## src/rtl/id_ex_pipe_pkg.sv

```systemverilog
// id_ex_pipe_pkg: shared types, encodings and opcode helpers for the ID/EX pipeline register.
package id_ex_pipe_pkg;
    typedef enum logic {RUN = 1'b0, STALL = 1'b1} state_t;
    localparam logic [15:0] NOP = 16'h0800;
    localparam logic [4:0] OP_LD  = 5'b10001;
    localparam logic [4:0] OP_ST  = 5'b10000;
    localparam logic [4:0] OP_STU = 5'b10011;
    localparam logic [4:0] OP_ALU = 5'b11011;
    localparam logic [4:0] OP_SEQ = 5'b11100;
    localparam logic [4:0] OP_SLT = 5'b11101;
    localparam logic [4:0] OP_SLE = 5'b11110;
    localparam logic [4:0] OP_SCO = 5'b11111;
    typedef struct packed {
        logic        valid;
        logic [15:0] pc_inc;
        logic [15:0] rd1;
        logic [15:0] rd2;
        logic [15:0] instr;
        logic [1:0]  alusrc;
        logic [3:0]  aluop;
        logic        branch;
        logic        jump;
        logic        inva;
        logic        invb;
        logic        cin;
        logic        memread;
        logic        memwrite;
        logic        regwrite;
        logic [2:0]  writereg;
    } ex_t;
    function automatic ex_t bubble();
        ex_t b;
        b = '0;
        b.instr = NOP;
        return b;
    endfunction
    // R-format ALU ops and stores use bits [7:5] as a source register (Rt)
    function automatic logic reads_rt(input logic [15:0] instr);
        return instr[15:11] inside {OP_ALU, OP_SEQ, OP_SLT, OP_SLE, OP_SCO, OP_ST, OP_STU};
    endfunction
endpackage

```

## src/rtl/id_ex_pipe_if.sv

```systemverilog
// id_ex_pipe_if: decode-side inputs and execute-side outputs of the ID/EX register.
interface id_ex_pipe_if;
    logic        valid_in;
    logic [15:0] PC_Inc_in, Read1data_in, Read2data_in, Instruction_in;
    logic [1:0]  ALUSrc_in;
    logic [3:0]  ALUOp_in;
    logic        Branch_in, Jump_in, InvA_in, InvB_in, Cin_in, MemRead_in, MemWrite_in, RegWrite_in;
    logic [2:0]  WriteReg_in;
    logic        PCSrc_cntrl;
    logic        valid_out;
    logic [15:0] PC_Inc_out, Read1data_out, Read2data_out, Instruction_out;
    logic [1:0]  ALUSrc_out;
    logic [3:0]  ALUOp_out;
    logic        Branch_out, Jump_out, InvA_out, InvB_out, Cin_out, MemRead_out, MemWrite_out, RegWrite_out;
    logic [2:0]  WriteReg_out;
    logic        Load_warning, stall;
    logic [15:0] stall_count;
    modport master (
        output valid_in, PC_Inc_in, Read1data_in, Read2data_in, Instruction_in, ALUSrc_in, ALUOp_in,
               Branch_in, Jump_in, InvA_in, InvB_in, Cin_in, MemRead_in, MemWrite_in, RegWrite_in,
               WriteReg_in, PCSrc_cntrl,
        input  valid_out, PC_Inc_out, Read1data_out, Read2data_out, Instruction_out, ALUSrc_out, ALUOp_out,
               Branch_out, Jump_out, InvA_out, InvB_out, Cin_out, MemRead_out, MemWrite_out, RegWrite_out,
               WriteReg_out, Load_warning, stall, stall_count
    );
    modport slave (
        input  valid_in, PC_Inc_in, Read1data_in, Read2data_in, Instruction_in, ALUSrc_in, ALUOp_in,
               Branch_in, Jump_in, InvA_in, InvB_in, Cin_in, MemRead_in, MemWrite_in, RegWrite_in,
               WriteReg_in, PCSrc_cntrl,
        output valid_out, PC_Inc_out, Read1data_out, Read2data_out, Instruction_out, ALUSrc_out, ALUOp_out,
               Branch_out, Jump_out, InvA_out, InvB_out, Cin_out, MemRead_out, MemWrite_out, RegWrite_out,
               WriteReg_out, Load_warning, stall, stall_count
    );
endinterface

```

## src/rtl/id_ex_pipe_hazard_detect.sv

```systemverilog
// hazard_detect: load-use comparison between the load in execute and the instruction in decode.
module hazard_detect
    import id_ex_pipe_pkg::*;
(
    input  logic        i_valid_ex,
    input  logic        i_memread_ex,
    input  logic [2:0]  i_writereg_ex,
    input  logic        i_valid_id,
    input  logic [15:0] i_instr_id,
    output logic        o_hazard,
    output logic        o_hazard_rs
);
    logic w_load_ex, w_rs_hit, w_rt_hit;
    assign w_load_ex   = i_valid_ex & i_memread_ex & i_valid_id;
    assign w_rs_hit    = i_instr_id[10:8] == i_writereg_ex;
    assign w_rt_hit    = reads_rt(i_instr_id) & (i_instr_id[7:5] == i_writereg_ex);
    assign o_hazard    = w_load_ex & (w_rs_hit | w_rt_hit);
    assign o_hazard_rs = w_load_ex & w_rs_hit;
endmodule

```

## src/rtl/id_ex_pipe.sv

```systemverilog
// id_ex_pipe: ID/EX pipeline register with load-use stall FSM, flush and stall counter.
module id_ex_pipe
    import id_ex_pipe_pkg::*;
(
    input  logic         clk,
    input  logic         rst_n,
    id_ex_pipe_if.slave  bus
);
    ex_t         r_ex;
    state_t      r_state;
    logic        r_fwd_pending, r_load_warning;
    logic [15:0] r_stall_count;
    ex_t         w_in;
    logic        w_hazard, w_hazard_rs, w_stall;
    assign w_in = '{valid: bus.valid_in, pc_inc: bus.PC_Inc_in, rd1: bus.Read1data_in,
                    rd2: bus.Read2data_in, instr: bus.Instruction_in, alusrc: bus.ALUSrc_in,
                    aluop: bus.ALUOp_in, branch: bus.Branch_in, jump: bus.Jump_in,
                    inva: bus.InvA_in, invb: bus.InvB_in, cin: bus.Cin_in,
                    memread: bus.MemRead_in, memwrite: bus.MemWrite_in,
                    regwrite: bus.RegWrite_in, writereg: bus.WriteReg_in};
    hazard_detect u_hazard (
        .i_valid_ex   (r_ex.valid),
        .i_memread_ex (r_ex.memread),
        .i_writereg_ex(r_ex.writereg),
        .i_valid_id   (bus.valid_in),
        .i_instr_id   (bus.Instruction_in),
        .o_hazard     (w_hazard),
        .o_hazard_rs  (w_hazard_rs)
    );
    // A taken branch/jump flushes the dependent instruction, so it must not also stall
    assign w_stall = rst_n & (r_state == RUN) & w_hazard & ~bus.PCSrc_cntrl;
    always_ff @(posedge clk) begin
        if (!rst_n) begin
            r_ex           <= bubble();
            r_state        <= RUN;
            r_fwd_pending  <= 1'b0;
            r_load_warning <= 1'b0;
            r_stall_count  <= '0;
        end else begin
            r_ex           <= (bus.PCSrc_cntrl | w_stall | ~bus.valid_in) ? bubble() : w_in;
            r_state        <= w_stall ? STALL : RUN;
            r_fwd_pending  <= w_stall & w_hazard_rs;
            r_load_warning <= (r_state == STALL) & r_fwd_pending & bus.valid_in & ~bus.PCSrc_cntrl;
            if (w_stall && r_stall_count != 16'hFFFF)
                r_stall_count <= r_stall_count + 16'd1;
        end
    end
    assign bus.valid_out       = r_ex.valid;
    assign bus.PC_Inc_out      = r_ex.pc_inc;
    assign bus.Read1data_out   = r_ex.rd1;
    assign bus.Read2data_out   = r_ex.rd2;
    assign bus.Instruction_out = r_ex.instr;
    assign bus.ALUSrc_out      = r_ex.alusrc;
    assign bus.ALUOp_out       = r_ex.aluop;
    assign bus.Branch_out      = r_ex.branch;
    assign bus.Jump_out        = r_ex.jump;
    assign bus.InvA_out        = r_ex.inva;
    assign bus.InvB_out        = r_ex.invb;
    assign bus.Cin_out         = r_ex.cin;
    assign bus.MemRead_out     = r_ex.memread;
    assign bus.MemWrite_out    = r_ex.memwrite;
    assign bus.RegWrite_out    = r_ex.regwrite;
    assign bus.WriteReg_out    = r_ex.writereg;
    assign bus.Load_warning    = r_load_warning;
    assign bus.stall           = w_stall;
    assign bus.stall_count     = r_stall_count;
endmodule
```

## src/flat_wrapper.sv

```systemverilog
// flat-port wrapper written by rule: the top's interface ports become plain ports
module id_ex_pipe_flat import id_ex_pipe_pkg::*;
  (clk, rst_n, bus_valid_in, bus_PC_Inc_in, bus_Read1data_in, bus_Read2data_in, bus_Instruction_in, bus_ALUSrc_in, bus_ALUOp_in, bus_Branch_in, bus_Jump_in, bus_InvA_in, bus_InvB_in, bus_Cin_in, bus_MemRead_in, bus_MemWrite_in, bus_RegWrite_in, bus_WriteReg_in, bus_PCSrc_cntrl, bus_valid_out, bus_PC_Inc_out, bus_Read1data_out, bus_Read2data_out, bus_Instruction_out, bus_ALUSrc_out, bus_ALUOp_out, bus_Branch_out, bus_Jump_out, bus_InvA_out, bus_InvB_out, bus_Cin_out, bus_MemRead_out, bus_MemWrite_out, bus_RegWrite_out, bus_WriteReg_out, bus_Load_warning, bus_stall, bus_stall_count);
  id_ex_pipe_if bus_i ();
  input  logic clk;
  input  logic rst_n;
  input wire logic [$bits(bus_i.valid_in)-1:0] bus_valid_in;
  input wire logic [$bits(bus_i.PC_Inc_in)-1:0] bus_PC_Inc_in;
  input wire logic [$bits(bus_i.Read1data_in)-1:0] bus_Read1data_in;
  input wire logic [$bits(bus_i.Read2data_in)-1:0] bus_Read2data_in;
  input wire logic [$bits(bus_i.Instruction_in)-1:0] bus_Instruction_in;
  input wire logic [$bits(bus_i.ALUSrc_in)-1:0] bus_ALUSrc_in;
  input wire logic [$bits(bus_i.ALUOp_in)-1:0] bus_ALUOp_in;
  input wire logic [$bits(bus_i.Branch_in)-1:0] bus_Branch_in;
  input wire logic [$bits(bus_i.Jump_in)-1:0] bus_Jump_in;
  input wire logic [$bits(bus_i.InvA_in)-1:0] bus_InvA_in;
  input wire logic [$bits(bus_i.InvB_in)-1:0] bus_InvB_in;
  input wire logic [$bits(bus_i.Cin_in)-1:0] bus_Cin_in;
  input wire logic [$bits(bus_i.MemRead_in)-1:0] bus_MemRead_in;
  input wire logic [$bits(bus_i.MemWrite_in)-1:0] bus_MemWrite_in;
  input wire logic [$bits(bus_i.RegWrite_in)-1:0] bus_RegWrite_in;
  input wire logic [$bits(bus_i.WriteReg_in)-1:0] bus_WriteReg_in;
  input wire logic [$bits(bus_i.PCSrc_cntrl)-1:0] bus_PCSrc_cntrl;
  output wire logic [$bits(bus_i.valid_out)-1:0] bus_valid_out;
  output wire logic [$bits(bus_i.PC_Inc_out)-1:0] bus_PC_Inc_out;
  output wire logic [$bits(bus_i.Read1data_out)-1:0] bus_Read1data_out;
  output wire logic [$bits(bus_i.Read2data_out)-1:0] bus_Read2data_out;
  output wire logic [$bits(bus_i.Instruction_out)-1:0] bus_Instruction_out;
  output wire logic [$bits(bus_i.ALUSrc_out)-1:0] bus_ALUSrc_out;
  output wire logic [$bits(bus_i.ALUOp_out)-1:0] bus_ALUOp_out;
  output wire logic [$bits(bus_i.Branch_out)-1:0] bus_Branch_out;
  output wire logic [$bits(bus_i.Jump_out)-1:0] bus_Jump_out;
  output wire logic [$bits(bus_i.InvA_out)-1:0] bus_InvA_out;
  output wire logic [$bits(bus_i.InvB_out)-1:0] bus_InvB_out;
  output wire logic [$bits(bus_i.Cin_out)-1:0] bus_Cin_out;
  output wire logic [$bits(bus_i.MemRead_out)-1:0] bus_MemRead_out;
  output wire logic [$bits(bus_i.MemWrite_out)-1:0] bus_MemWrite_out;
  output wire logic [$bits(bus_i.RegWrite_out)-1:0] bus_RegWrite_out;
  output wire logic [$bits(bus_i.WriteReg_out)-1:0] bus_WriteReg_out;
  output wire logic [$bits(bus_i.Load_warning)-1:0] bus_Load_warning;
  output wire logic [$bits(bus_i.stall)-1:0] bus_stall;
  output wire logic [$bits(bus_i.stall_count)-1:0] bus_stall_count;
  assign bus_i.valid_in = bus_valid_in;
  assign bus_i.PC_Inc_in = bus_PC_Inc_in;
  assign bus_i.Read1data_in = bus_Read1data_in;
  assign bus_i.Read2data_in = bus_Read2data_in;
  assign bus_i.Instruction_in = bus_Instruction_in;
  assign bus_i.ALUSrc_in = bus_ALUSrc_in;
  assign bus_i.ALUOp_in = bus_ALUOp_in;
  assign bus_i.Branch_in = bus_Branch_in;
  assign bus_i.Jump_in = bus_Jump_in;
  assign bus_i.InvA_in = bus_InvA_in;
  assign bus_i.InvB_in = bus_InvB_in;
  assign bus_i.Cin_in = bus_Cin_in;
  assign bus_i.MemRead_in = bus_MemRead_in;
  assign bus_i.MemWrite_in = bus_MemWrite_in;
  assign bus_i.RegWrite_in = bus_RegWrite_in;
  assign bus_i.WriteReg_in = bus_WriteReg_in;
  assign bus_i.PCSrc_cntrl = bus_PCSrc_cntrl;
  assign bus_valid_out = bus_i.valid_out;
  assign bus_PC_Inc_out = bus_i.PC_Inc_out;
  assign bus_Read1data_out = bus_i.Read1data_out;
  assign bus_Read2data_out = bus_i.Read2data_out;
  assign bus_Instruction_out = bus_i.Instruction_out;
  assign bus_ALUSrc_out = bus_i.ALUSrc_out;
  assign bus_ALUOp_out = bus_i.ALUOp_out;
  assign bus_Branch_out = bus_i.Branch_out;
  assign bus_Jump_out = bus_i.Jump_out;
  assign bus_InvA_out = bus_i.InvA_out;
  assign bus_InvB_out = bus_i.InvB_out;
  assign bus_Cin_out = bus_i.Cin_out;
  assign bus_MemRead_out = bus_i.MemRead_out;
  assign bus_MemWrite_out = bus_i.MemWrite_out;
  assign bus_RegWrite_out = bus_i.RegWrite_out;
  assign bus_WriteReg_out = bus_i.WriteReg_out;
  assign bus_Load_warning = bus_i.Load_warning;
  assign bus_stall = bus_i.stall;
  assign bus_stall_count = bus_i.stall_count;
  id_ex_pipe u_core (.clk(clk), .rst_n(rst_n), .bus(bus_i));
endmodule
```

## config.mk

```make
export PLATFORM = sky130hd
export DESIGN_NAME = id_ex_pipe_flat
export DESIGN_NICKNAME = d
export VERILOG_FILES = /design/src/rtl/id_ex_pipe_pkg.sv /design/src/rtl/id_ex_pipe_if.sv /design/src/rtl/id_ex_pipe_hazard_detect.sv /design/src/rtl/id_ex_pipe.sv /design/src/flat_wrapper.sv
export SDC_FILE = /design/constraint.sdc
export NUM_CORES = 1
export LEC_CHECK = 0
export ABC_AREA = 1
export BUFFER_PORTS_ARGS = -buffer_cell sky130_fd_sc_hd__buf_2
export CAP_MARGIN = 20
export CORE_MARGIN = 2
export CORE_UTILIZATION = 30
export DETAILED_ROUTE_END_ITERATION = 10
export GPL_ROUTABILITY_DRIVEN = 0
export SLEW_MARGIN = 20
export SYNTH_ARGS = -nofsm -noshare
export SYNTH_HDL_FRONTEND = slang
export SYNTH_SLANG_ARGS = --single-unit
export TNS_END_PERCENT = 10
```

## constraint.sdc

```tcl
create_clock -name clk -period 2 [get_ports clk]
set_input_delay 0.1 -clock clk [delete_from_list [all_inputs] [get_ports clk]]
set_output_delay 0.1 -clock clk [all_outputs]
set_load 0.05 [all_outputs]
```

==> results of run 1 <==
==> power by group <==
| part | internal, mW | leakage (nW) | switching (mW) |
|---|---|---|---|
| combinational | 0.225 | 2.13 | 0.301 |
| sequential | 2.06 | 0.820 | 0.0123 |
| clock | 0.829 | 0.119 | 0.704 |
==> sequential cells by signal, summed over array words and instances (netlist names), 2 cells and up <==
name / flops
u_core.bus.PC_Inc_out: 16
u_core.bus.ALUSrc_out: 2
u_core.bus.ALUOp_out: 4
u_core.bus.Instruction_out: 16
u_core.bus.Read2data_out: 16
u_core.bus.Read1data_out: 16
u_core.bus.stall_count: 16
u_core.bus.WriteReg_out: 3
==> worst max-delay path, delay by kind of cell <==
family	cells	cell delay, ns
XOR/XNOR	1	0.16
buffers and inverters	4	0.97
AND/OR/NAND/NOR	2	0.26
AO/OA/AOI/OAI	1	0.22
==> metal layers <==
| layer | global-route usage | up-vias | wire (um) |
|---|---|---|---|
| met2 | 0.305 | 143 | 5400 |
| li1 | - | 1829 | - |
| met5 | 0 | - | 0 |
| met4 | 0.0805 | 0 | 226 |
| met1 | 0.168 | 1625 | 3930 |
| met3 | 0.0455 | 17 | 790 |
==> how the worst max path moves through the flow <==
stage                                     from                        end  slack (ns)  cells after the start
floorplan            u_core.bus.stall_count[1]  u_core.bus.stall_count[7]        0.02                     11
global placement     u_core.bus.stall_count[0]  u_core.bus.stall_count[5]        0.21                      9
detailed placement   u_core.bus.stall_count[0]  u_core.bus.stall_count[7]        0.15                      9
CTS                      bus_Instruction_in[8]                  bus_stall        0.11                      8
global route        u_core.bus.WriteReg_out[2]                  bus_stall        0.03                      9
finish                   bus_Instruction_in[8]                  bus_stall        0.18                      8
==> synth_stat cells (4+ instances only) <==
cell	number	area, um^2
sky130_fd_sc_hd__buf_6	10	113
sky130_fd_sc_hd__nand4_1	14	87.6
sky130_fd_sc_hd__xnor2_1	5	43.8
sky130_fd_sc_hd__o21ai_0	4	20.0
sky130_fd_sc_hd__xor2_1	4	35.0
sky130_fd_sc_hd__nand3_1	10	50.1
sky130_fd_sc_hd__inv_1	100	375
sky130_fd_sc_hd__nand2_1	54	203
sky130_fd_sc_hd__dfxtp_1	101	2020
sky130_fd_sc_hd__nor2_1	109	409
sky130_fd_sc_hd__a21oi_1	12	60.1
==> metrics by stage <==
step                      total power [mW]   util
after floorplan                       2.37      -
after global placement                2.51  0.402
after detailed placement              2.51  0.402
after CTS                             4.18  0.492
after global routing                  4.28  0.493
final                                 4.13  0.493
==> cell families (layout without fill, tap and decap cells) <==
family | count (synthesis) | after routing | share of synthesized area
AOI/OAI and AO/OA | 19 | 19 | 0.0290
buffers and inverters | 116 | 386 | 0.144
adders and majority gates | 1 | 1 | 0.00350
xor gates and xnor gates | 9 | 9 | 0.0220
DFF | 101 | 101 | 0.565
and+or+nand+nor | 199 | 199 | 0.237
==> layout make-up <==
cell class	count	area [um^2]
Sequential cell	101	2020
Timing Repair Buffer	270	1790
Inverter	102	383
Fill cell	1084	5840
Clock buffer	12	236
Multi-Input combinational cell	228	1050
Clock inverter	2	12.5
Tap cell	143	179
==> what timing repair did <==
action,CTS,global route
endpoints found under the setup margin,0,6
gates resized for setup,0,3
hold endpoints to repair,79,0
hold buffers,79,0
==> cell usage in the layout, fill, tap and decap left out <==
master / count
sky130_fd_sc_hd__xnor2_1: 5
sky130_fd_sc_hd__buf_12: 2
sky130_fd_sc_hd__nand2_1: 54
sky130_fd_sc_hd__dfxtp_1: 101
sky130_fd_sc_hd__inv_1: 100
sky130_fd_sc_hd__nand3_2: 1
sky130_fd_sc_hd__buf_2: 183
sky130_fd_sc_hd__nand2_2: 2
sky130_fd_sc_hd__nor3_2: 1
sky130_fd_sc_hd__nor2_1: 108
sky130_fd_sc_hd__nor3_1: 2
sky130_fd_sc_hd__clkbuf_16: 9
sky130_fd_sc_hd__inv_2: 2
sky130_fd_sc_hd__nand4_4: 1
sky130_fd_sc_hd__dlygate4sd3_1: 79
sky130_fd_sc_hd__ha_1: 1
sky130_fd_sc_hd__a21oi_2: 1
sky130_fd_sc_hd__nand3b_1: 1
sky130_fd_sc_hd__a21oi_1: 12
sky130_fd_sc_hd__clkinv_2: 1
sky130_fd_sc_hd__and3_1: 1
sky130_fd_sc_hd__clkbuf_1: 3
sky130_fd_sc_hd__nand2_4: 1
sky130_fd_sc_hd__o21ai_0: 4
sky130_fd_sc_hd__nand4_1: 14
sky130_fd_sc_hd__xor2_1: 4
sky130_fd_sc_hd__nand3_1: 10
sky130_fd_sc_hd__nor2_4: 1
sky130_fd_sc_hd__clkinvlp_4: 1
sky130_fd_sc_hd__o21bai_1: 2
sky130_fd_sc_hd__buf_4: 6
sky130_fd_sc_hd__nor2_2: 2
==> out/qor.log, run 1 <==
INFO  logic_synthesis number_of_synthesized_register_bits=101
INFO  routing        vias_per_cell=4.21
INFO  timing         timing.setup.tns=0ns
INFO  worst_setup_path crit_path_top_delay_cell=sky130_fd_sc_hd__dlygate4sd3_1
INFO  logic_synthesis synth.lib_cells_used.distinct=28
INFO  clock_tree     htreeDepth=3
INFO  floorplanning  fp-row-count=39
INFO  final_layout   layout.nets=798
INFO  worst_setup_path cp-start-kind=input port
INFO  timing         post-route-period-util=0.908
INFO  grt            first_pass_grt_wire_length=16700um
INFO  worst_setup_path ff2ff_path_depth=10
INFO  clock_tree     clock_pin_transition_on_the_worst_setup_and_hold_timing_paths=0.07ns
INFO  clock_tree     post_cts_buffers=0
INFO  logic_synthesis synthFlopType=sky130_fd_sc_hd__dfxtp_1
INFO  place          place.detailed.instances=765
INFO  floorplanning  floorplan.die.width=113um
INFO  timing         holdWs=0.0180ns
INFO  floorplanning  die_y=113um
INFO  logic_synthesis netlist_area_before_placement=3580um^2
INFO  timing         skew=0.00749ns
INFO  routing        detail_route.drc_violations=5
INFO  logic_synthesis yosysSeqAreaShare=0.565
INFO  floorplanning  initial_core_util=0.311
INFO  clock_tree     clock_latency=0.34ns
INFO  worst_setup_path crit_chain=dlygate4sd3_1, buf_2, xnor2_1, nand3_1, a21oi_2, inv_2, nor2_2, buf_4
INFO  grt            globalRouteTotalUtil=0.164
INFO  place          placement.cell_area=4630um^2
INFO  clock_tree     clock_tree.buffer_depth=2
INFO  timing         slew_headroom=0.693
INFO  worst_setup_path worst_ep_required_time=1.90ns
INFO  timing         worstMarginPinSlew=0.457ns
INFO  grt            grt_max_degree=43
INFO  place          pre_cts_ws=0.147ns
INFO  timing         timing_max_transition_violations_final=0
INFO  timing         hold_fails_final_rpt=0
INFO  worst_hold_path min-delay-start=bus_Instruction_in[6]
INFO  logic_synthesis proportion_of_register_bits_with_asynchronous_set_or_reset_after_synthesis=0
INFO  worst_setup_path critical_path.reg2reg.endpoint=u_core.bus.stall_count[7]
INFO  logic_synthesis synth_enable_flop_cells=0
INFO  timing         setup_viol=0
INFO  timing         unrepaired_setup_endpoints_after_global_routing=no
INFO  place          port_buffers=184
INFO  floorplanning  core_region=11500um^2
INFO  routing        final_antenna_net_count=0
INFO  worst_setup_path worst-endpoint-arrival=1.72ns
INFO  routing        detailedRoute.firstIterationViolations=283
INFO  logic_synthesis synth_area_per_cell=8.04um^2
INFO  final_layout   layout_cells_sized_above_1=0.299
INFO  final_layout   stdcell_area=5680um^2
INFO  worst_setup_path setup_slack_of_the_worst_register_to_register_path=0.32ns
INFO  status         result_of_the_run=complete, but fails checks
INFO  routing        drtPass1Iterations=7
INFO  timing         max_freq=551MHz
INFO  place          dp_hpwl=6800um
INFO  clock_tree     cts_tree=built
INFO  job            drv.max_cap_violation_count=0
INFO  logic_synthesis netlist_instances=445
INFO  routing        avgRoutedWirePerCell=12.1um
INFO  grt            grt_antenna_before_repair=0
INFO  worst_setup_path end_kind=output pin
INFO  routing        routed_wl=10300um
INFO  logic_synthesis mappedNetlistNets=531
INFO  timing         setup_slack=0.184ns
INFO  routing        via_count_of_the_routed_design=3614
INFO  final_layout   areaGrowthSynthToFinish=58.7%
INFO  logic_synthesis synth-warning-count=0
INFO  clock_tree     cell_at_the_root_of_the_clock_tree=sky130_fd_sc_hd__clkbuf_16
INFO  power          worst_ir_drop_vdd=0.511mV
INFO  worst_hold_path hold_path_depth=3
INFO  worst_hold_path hp-class=in -> reg
INFO  clock_tree     tritoncts_num_sinks=101
INFO  power          p_leak=3.07nW
INFO  worst_setup_path r2r_start=u_core.bus.stall_count[1]
INFO  power          p_per_area=727nW/um^2
INFO  final_layout   stdcell_count=858
INFO  worst_hold_path whs_endpoint=u_core.bus.Instruction_out[6]
INFO  worst_setup_path criticalPathCategory=in -> out
INFO  worst_setup_path timing.critical_path.fanout_max=4
INFO  final_layout   antenna-diode-count=0
INFO  grt            grt_overflow=0
INFO  clock_tree     tritoncts.num_buffers=9
INFO  grt            via_count_of_the_first_global_routing_pass=3719
INFO  floorplanning  io_pins=185
INFO  status         violations=design-rule violations
INFO  floorplanning  die_area=12800um^2
INFO  worst_setup_path cpPeakStageDelay=0.54ns
INFO  timing         period_minus_slack=1.82ns
No activity file was read; power rests on OpenSTA's default activity.
==> inputs of run 2 (changes only) <==
CORE_UTILIZATION = 45   (was 30)
PLACE_DENSITY = 0.8   (was not set)
==> run 2 against run 1 <==
Against the previous run:
- the run now ends clean
- clock skew rose by 0.0034 ns
- routed wire length rose by 14%
- flip-flop and latch count did not move
- fmax fell by 1.6%
- sequential share of layout area rose by 0.60 points
- via count rose by 3.5%
- power fell by 5.3%
- clock-buffer cell count fell by 3
- critical path depth rose by 1
- die area fell by 32%
- clock power fell by 16%
- cell count fell by 4.3%
- critical path type is now reg -> out
- critical endpoint unchanged
- largest power group unchanged
==> out/qor.log, run 2 (same netlist as run 1, synthesis figures left out) <==
INFO  clock_tree     tritoncts.num_buffers=9 [unchanged]
INFO  worst_setup_path worst-endpoint-arrival=1.75ns [+0.03 ns]
INFO  timing         unrepaired_setup_endpoints_after_global_routing=no
INFO  routing        route.top_layer_used=met4
INFO  final_layout   stdcell_count=821 [-4.3%]
INFO  worst_setup_path timing.critical_path.fanout_max=4 [unchanged]
INFO  floorplanning  fp-row-count=32 [-18%]
INFO  routing        detail_route.drc_violations=0 [-5]
INFO  worst_setup_path criticalPathCategory=reg -> out
INFO  final_layout   layout_cells_sized_above_1=0.304 [+0.00432]
INFO  worst_setup_path worst_ep_required_time=1.90ns [about the same]
INFO  power          p_per_area=699nW/um^2 [-3.8%]
INFO  routing        detailedRoute.firstIterationViolations=135 [-52%]
INFO  final_layout   areaGrowthSynthToFinish=56.2%
INFO  final_layout   layout.nets=800 [+0.25%]
INFO  power          power.share.switching=0.266 [+0.0199]
INFO  floorplanning  initial_core_util=0.463 [+0.152]
INFO  worst_setup_path crit_path_start=u_core.bus.WriteReg_out[1]
INFO  routing        wl_met3=924um [+17%]
INFO  clock_tree     cts_tree=built
INFO  power          comb_power_share=0.140 [+0.012]
INFO  power          p_leak=3.04nW [-0.90%]
INFO  final_layout   final_common_cell=sky130_fd_sc_hd__buf_2
INFO  timing         timing.setup.tns=0ns [unchanged]
INFO  routing        avgRoutedWirePerCell=14.3um [+19%]
INFO  clock_tree     htreeDepth=3 [unchanged]
INFO  job            drv.max_cap_violation_count=0 [unchanged]
INFO  routing        routed_wl=11800um [+14%]
INFO  grt            via_count_of_the_first_global_routing_pass=3921 [+5.4%]
INFO  grt            first_pass_grt_wire_length=18600um [+11%]
INFO  floorplanning  io_pins=185 [unchanged]
INFO  routing        vias_per_cell=4.56 [+8.2%]
INFO  timing         holdWs=0.0161ns [-0.00194 ns]
INFO  status         result_of_the_run=completed
INFO  timing         hold_fails_final_rpt=0 [unchanged]
INFO  place          placement.cell_area=4560um^2 [-1.5%]
INFO  worst_setup_path r2r_start=u_core.bus.stall_count[1]
INFO  grt            grt_overflow=0 [unchanged]
INFO  worst_hold_path hp-class=in -> reg
INFO  power          switchingPower=1.04mW [+2.3%]
INFO  timing         period_minus_slack=1.85ns [+0.0299 ns]
INFO  clock_tree     cell_at_the_root_of_the_clock_tree=sky130_fd_sc_hd__clkbuf_8
INFO  place          place.detailed.instances=723 [-5.5%]
INFO  floorplanning  floorplan.die.width=93.2um [-18%]
INFO  timing         skew=0.0109ns [+0.00344 ns]
INFO  routing        drtPass1Iterations=4 [-3]
INFO  grt            globalRouteTotalUtil=0.276 [+0.112]
INFO  routing        via_count_of_the_routed_design=3741 [+3.5%]
INFO  place          dp_hpwl=6790um [-0.19%]
INFO  place          port_buffers=184 [unchanged]
INFO  worst_setup_path cp-start-kind=flop
INFO  final_layout   layout.cells.most_common_list=sky130_fd_sc_hd__buf_2 (183), sky130_fd_sc_hd__nor2_1 (108), sky130_fd_sc_hd__inv_1 (100), sky130_fd_sc_hd__dfxtp_1 (100), sky130_fd_sc_hd__dlygate4sd3_1 (82)
INFO  grt            grt_max_degree=50 [+16%]
INFO  grt            grt_antenna_before_repair=1 [+1]
INFO  routing        detail_route.wirelength.met1=4300um [+9.4%]
INFO  final_layout   stdcell_area=5590um^2 [-1.6%]
INFO  power          worst_ir_drop_vdd=0.575mV [+13%]
INFO  power          power.internal=2.87mW [-7.8%]
INFO  clock_tree     tritoncts_num_sinks=101 [unchanged]
INFO  worst_setup_path end_kind=output pin
INFO  timing         worstMarginPinSlew=0.477ns [+0.0195 ns]
INFO  timing         setup_slack=0.154ns [-0.0299 ns]
INFO  worst_hold_path min-delay-start=rst_n
INFO  clock_tree     clock_tree.buffer_depth=2 [unchanged]
INFO  clock_tree     clock_latency=0.36ns [+0.02 ns]
INFO  floorplanning  die_area=8680um^2 [-32%]
INFO  routing        met2_wirelength=6250um [+16%]
INFO  timing         slew_headroom=0.680 [-0.0131]
INFO  floorplanning  die_y=93.2um [-18%]
INFO  timing         post-route-period-util=0.923 [+0.0149]
INFO  routing        final_antenna_net_count=0 [unchanged]
INFO  place          pre_cts_ws=0.0969ns [-0.0504 ns]
INFO  power          seq_power_share=0.529 [+0.028]
INFO  timing         timing_max_transition_violations_final=0 [unchanged]
INFO  timing         setup_viol=0 [unchanged]
INFO  timing         max_freq=542MHz [-1.6%]
INFO  power          clockPowerShare=0.331 [-0.040]
INFO  floorplanning  core_region=7730um^2 [-33%]
INFO  clock_tree     clock_pin_transition_on_the_worst_setup_and_hold_timing_paths=0.10ns [+0.03 ns]
-- run 2: changes by cell type in the layout (fill, tap and decap cells not counted), sizes merged --
cell | previous run | this run
buf | 191 | 189
bufinv | 0 | 1
clkbuf | 12 | 10
clkinv | 1 | 0
clkinvlp | 1 | 3
diode | 0 | 1
dlygate4sd3 | 79 | 82
inv | 102 | 104
-- run 2: layout make-up --
class | count | area (um^2)
fill | 541 | 2140
timing repair buffer | 272 | 1800
inverter | 102 | 383
sequential | 101 | 2020
clock inverter | 6 | 72.6
antenna | 1 | 2.50
multi-input combinational | 228 | 1050
clock buffer | 9 | 124
tap | 102 | 128
-- run 2: repair_timing --
item,CTS,global route
endpoints found under the hold margin,83,0
buffers inserted,0,0
gates resized for setup,0,3
hold buffers,82,0
setup endpoints to repair,0,10
-- run 2: layer usage --
layer  vias to the layer above  global-route usage
met2                       171               0.521
met4                         0               0.115
li1                       1832                   -
met1                      1714               0.284
met3                        24              0.0774
met5                         -                   0
-- run 2: path summary, 6_finish.rpt --
path | end | slack, ns | cells past startpoint
setup / recovery | bus_stall | 0.15 | 9
hold / removal | u_core.bus.stall_count[1] | 0.02 | 3
setup reg to reg | u_core.bus.stall_count[4] | 0.23 | 9
hold reg to reg | u_core.bus.stall_count[15] | 0.50 | 2
-- run 2: per-stage QoR --
step	util	total power, mW
6_report	0.723	3.91
5_1_grt	0.723	4.04
4_1_cts	0.721	3.90
3_5_place_dp	0.590	2.51
3_3_place_gp	0.590	2.50
2_1_floorplan	-	2.37
-- run 2: critical path, stage by stage (launching register included) --
cell,delay [ns]
sky130_fd_sc_hd__dfxtp_1,0.40
sky130_fd_sc_hd__inv_1,0.06
sky130_fd_sc_hd__nand2_1,0.06
sky130_fd_sc_hd__nand2_1,0.06
sky130_fd_sc_hd__nor2_1,0.10
sky130_fd_sc_hd__nand3_1,0.11
sky130_fd_sc_hd__a21oi_2,0.18
sky130_fd_sc_hd__inv_2,0.09
sky130_fd_sc_hd__nor2_2,0.08
sky130_fd_sc_hd__clkbuf_4,0.24
-- run 2: power groups by stage --
stage	clock network [mW]	registers, mW	logic [mW]
floorplan	0	2.27	0.0972
global placement	0	2.11	0.390
detailed placement	0	2.11	0.396
CTS	1.32	2.07	0.521
global route	1.39	2.07	0.578
finish	1.29	2.07	0.546
==> inputs of run 3 (changes only) <==
CTS_BUF_LIST = sky130_fd_sc_hd__clkbuf_16   (was not set)
GPL_TIMING_DRIVEN = 0   (was not set)
==> run 3 against run 2 <==
Against the previous run:
- non-clock buffer count grew 3
- worst setup slack got worse by 0.038 ns
- largest cell class unchanged
- largest power group unchanged
- power is 11% higher
- fmax down 2.0%
- routed wire length grew 0.76%
- die area unchanged
- cell count up 0.37%
- core utilization grew 1.5 points
- register-to-register slack worse by 0.11 ns
- flip-flop and latch count unchanged
- worst hold slack about the same
==> out/qor.log, run 3 (same netlist as run 1, synthesis figures left out) <==
INFO  worst_hold_path hp-class=in -> reg
INFO  routing        avgRoutedWirePerCell=14.4um [+0.40%]
INFO  final_layout   final_common_cell=sky130_fd_sc_hd__buf_2
INFO  routing        routed_wl=11900um [+0.76%]
INFO  power          p_per_area=759nW/um^2 [+8.5%]
INFO  final_layout   areaGrowthSynthToFinish=59.3%
INFO  final_layout   layout.nets=803 [+0.38%]
INFO  floorplanning  die_y=93.2um [unchanged]
INFO  worst_setup_path worst_ep_required_time=1.90ns [about the same]
INFO  clock_tree     cell_at_the_root_of_the_clock_tree=sky130_fd_sc_hd__clkbuf_16
INFO  routing        via_count_of_the_routed_design=3852 [+3.0%]
INFO  timing         slew_headroom=0.660 [-0.0194]
INFO  timing         period_minus_slack=1.88ns [+0.0381 ns]
INFO  final_layout   stdcell_area=5700um^2 [+2.0%]
INFO  clock_tree     clock_pin_transition_on_the_worst_setup_and_hold_timing_paths=0.07ns [-0.03 ns]
INFO  routing        final_antenna_net_count=0 [unchanged]
INFO  worst_setup_path cp-start-kind=input port
INFO  worst_setup_path r2r_start=u_core.bus.stall_count[1]
INFO  clock_tree     tritoncts_num_sinks=101 [unchanged]
INFO  timing         post-route-period-util=0.942 [+0.0191]
INFO  clock_tree     cts_tree=built
INFO  timing         hold_fails_final_rpt=0 [unchanged]
INFO  timing         timing_max_transition_violations_final=0 [unchanged]
INFO  clock_tree     post_cts_buffers=0 [unchanged]
INFO  final_layout   antenna-diode-count=0 [-1]
INFO  routing        vias_per_cell=4.67 [+2.6%]
INFO  timing         timing.setup.tns=0ns [unchanged]
INFO  worst_setup_path timing.critical_path.fanout_max=4 [unchanged]
INFO  timing         worstMarginPinSlew=0.506ns [+0.0288 ns]
INFO  clock_tree     clock_tree.buffer_depth=2 [unchanged]
INFO  grt            grt_overflow=0 [unchanged]
INFO  floorplanning  initial_core_util=0.463 [unchanged]
INFO  place          pre_cts_ws=0.185ns [+0.0884 ns]
INFO  timing         max_freq=531MHz [-2.0%]
INFO  timing         unrepaired_setup_endpoints_after_global_routing=no
INFO  worst_setup_path end_kind=output pin
INFO  grt            first_pass_grt_wire_length=18900um [+1.7%]
INFO  routing        drtPass1Iterations=5 [+1]
INFO  grt            grt_max_degree=20 [-60%]
INFO  final_layout   area.sequential=2020um^2 [about the same]
INFO  power          worst_ir_drop_vdd=0.524mV [-8.9%]
INFO  worst_setup_path worst-endpoint-arrival=1.78ns [+0.03 ns]
INFO  final_layout   layout_cells_sized_above_1=0.309 [+0.00524]
INFO  worst_setup_path criticalPathCategory=in -> out
INFO  final_layout   layout.filler_cells=517 [-4.4%]
INFO  routing        detailedRoute.firstIterationViolations=144 [+6.7%]
INFO  grt            grt_antenna_before_repair=0 [-1]
INFO  worst_setup_path setup_slack_of_the_worst_register_to_register_path=0.12ns [-0.11 ns]
INFO  clock_tree     clock_latency=0.34ns [-0.02 ns]
INFO  timing         skew=0.00760ns [-0.00333 ns]
INFO  worst_hold_path min-delay-start=bus_Instruction_in[7]
INFO  floorplanning  io_pins=185 [unchanged]
INFO  timing         setup_slack=0.116ns [-0.0381 ns]
INFO  floorplanning  floorplan.die.width=93.2um [unchanged]
INFO  place          dp_hpwl=6890um [+1.5%]
INFO  grt            globalRouteTotalUtil=0.280 [+0.00407]
INFO  final_layout   layout.cells.most_common_list=sky130_fd_sc_hd__buf_2 (183), sky130_fd_sc_hd__nor2_1 (108), sky130_fd_sc_hd__dfxtp_1 (101), sky130_fd_sc_hd__inv_1 (100), sky130_fd_sc_hd__dlygate4sd3_1 (77)
INFO  floorplanning  die_area=8680um^2 [unchanged]
INFO  final_layout   stdcell_count=824 [+0.37%]
INFO  grt            via_count_of_the_first_global_routing_pass=4019 [+2.5%]
INFO  clock_tree     tritoncts.num_buffers=9 [unchanged]
INFO  floorplanning  core_region=7730um^2 [unchanged]
INFO  place          place.detailed.instances=731 [+1.1%]
INFO  worst_setup_path crit_path_start=bus_Instruction_in[9]
INFO  final_layout   multi_input_comb_area=1050um^2 [-0.12%]
INFO  routing        detail_route.drc_violations=0 [unchanged]
INFO  clock_tree     htreeDepth=3 [unchanged]
INFO  timing         holdWs=0.0161ns [+0.0000344 ns]
INFO  status         result_of_the_run=completed
INFO  place          placement.cell_area=4630um^2 [+1.6%]
INFO  place          port_buffers=184 [unchanged]
INFO  floorplanning  fp-row-count=32 [unchanged]
INFO  power          p_leak=3.11nW [+2.4%]
INFO  job            drv.max_cap_violation_count=0 [unchanged]
INFO  timing         setup_viol=0 [unchanged]
## run 3: cell types whose count changed in the layout (fill, tap and decap cells not counted), moves of 2 or more
cell                            previous run  this run
sky130_fd_sc_hd__clkbuf_1                  0         2
sky130_fd_sc_hd__clkinvlp_4                3         0
sky130_fd_sc_hd__dlygate4sd3_1            82        77
sky130_fd_sc_hd__clkbuf_8                  9         0
sky130_fd_sc_hd__buf_4                     5         1
sky130_fd_sc_hd__buf_6                     0        10
sky130_fd_sc_hd__inv_6                     1         5
sky130_fd_sc_hd__clkbuf_16                 0         9
## run 3: repair_timing
action,CTS,global route
resized for setup,0,2
setup endpoints to repair,0,1
endpoints found under the hold margin,78,0
hold buffers,77,0
## run 3: layer usage
| layer | up-vias | routed length (um) | part of all wire | global-route usage |
|---|---|---|---|---|
| met5 | - | 0 | 0 | 0 |
| met4 | 0 | 348 | 0.029 | 0.138 |
| met3 | 33 | 924 | 0.078 | 0.0725 |
| met2 | 188 | 6200 | 0.52 | 0.520 |
| met1 | 1786 | 4390 | 0.37 | 0.290 |
| li1 | 1845 | - | - | - |
## run 3: stage by stage
step	utilization	total power, mW
2_1_floorplan	-	2.37
3_3_place_gp	0.599	2.51
3_5_place_dp	0.599	2.52
4_1_cts	0.736	4.30
5_1_grt	0.738	4.45
6_report	0.738	4.32
## run 3: critical path: stages
cell                            delay (ns)
sky130_fd_sc_hd__dlygate4sd3_1        0.53
sky130_fd_sc_hd__buf_2                0.15
sky130_fd_sc_hd__xnor2_1              0.15
sky130_fd_sc_hd__nand3_1              0.20
sky130_fd_sc_hd__a21oi_4              0.25
sky130_fd_sc_hd__inv_2                0.09
sky130_fd_sc_hd__nor2_2               0.08
sky130_fd_sc_hd__clkbuf_4             0.23
## run 3: path summary, 6_finish.rpt
path / to / cells after the start
setup / recovery: bus_stall / 8
hold / removal: u_core.bus.Instruction_out[7] / 3
setup reg to reg: u_core.bus.stall_count[13] / 9
hold reg to reg: u_core.bus.stall_count[15] / 2
## run 3: power breakdown
group	switching, mW	total (mW)	internal, mW
Sequential	0.0152	2.07	2.05
Combinational	0.320	0.548	0.228
Clock	0.831	1.71	0.877
## run 3: cell type report
type                            instances  area share
Clock buffer                            9      0.0395
Tap cell                              102      0.0224
Multi-Input combinational cell        228       0.185
Inverter                              102      0.0672
Sequential cell                       101       0.355
Timing Repair Buffer                  261       0.297
Clock inverter                          7      0.0114
Buffer                                 14      0.0230
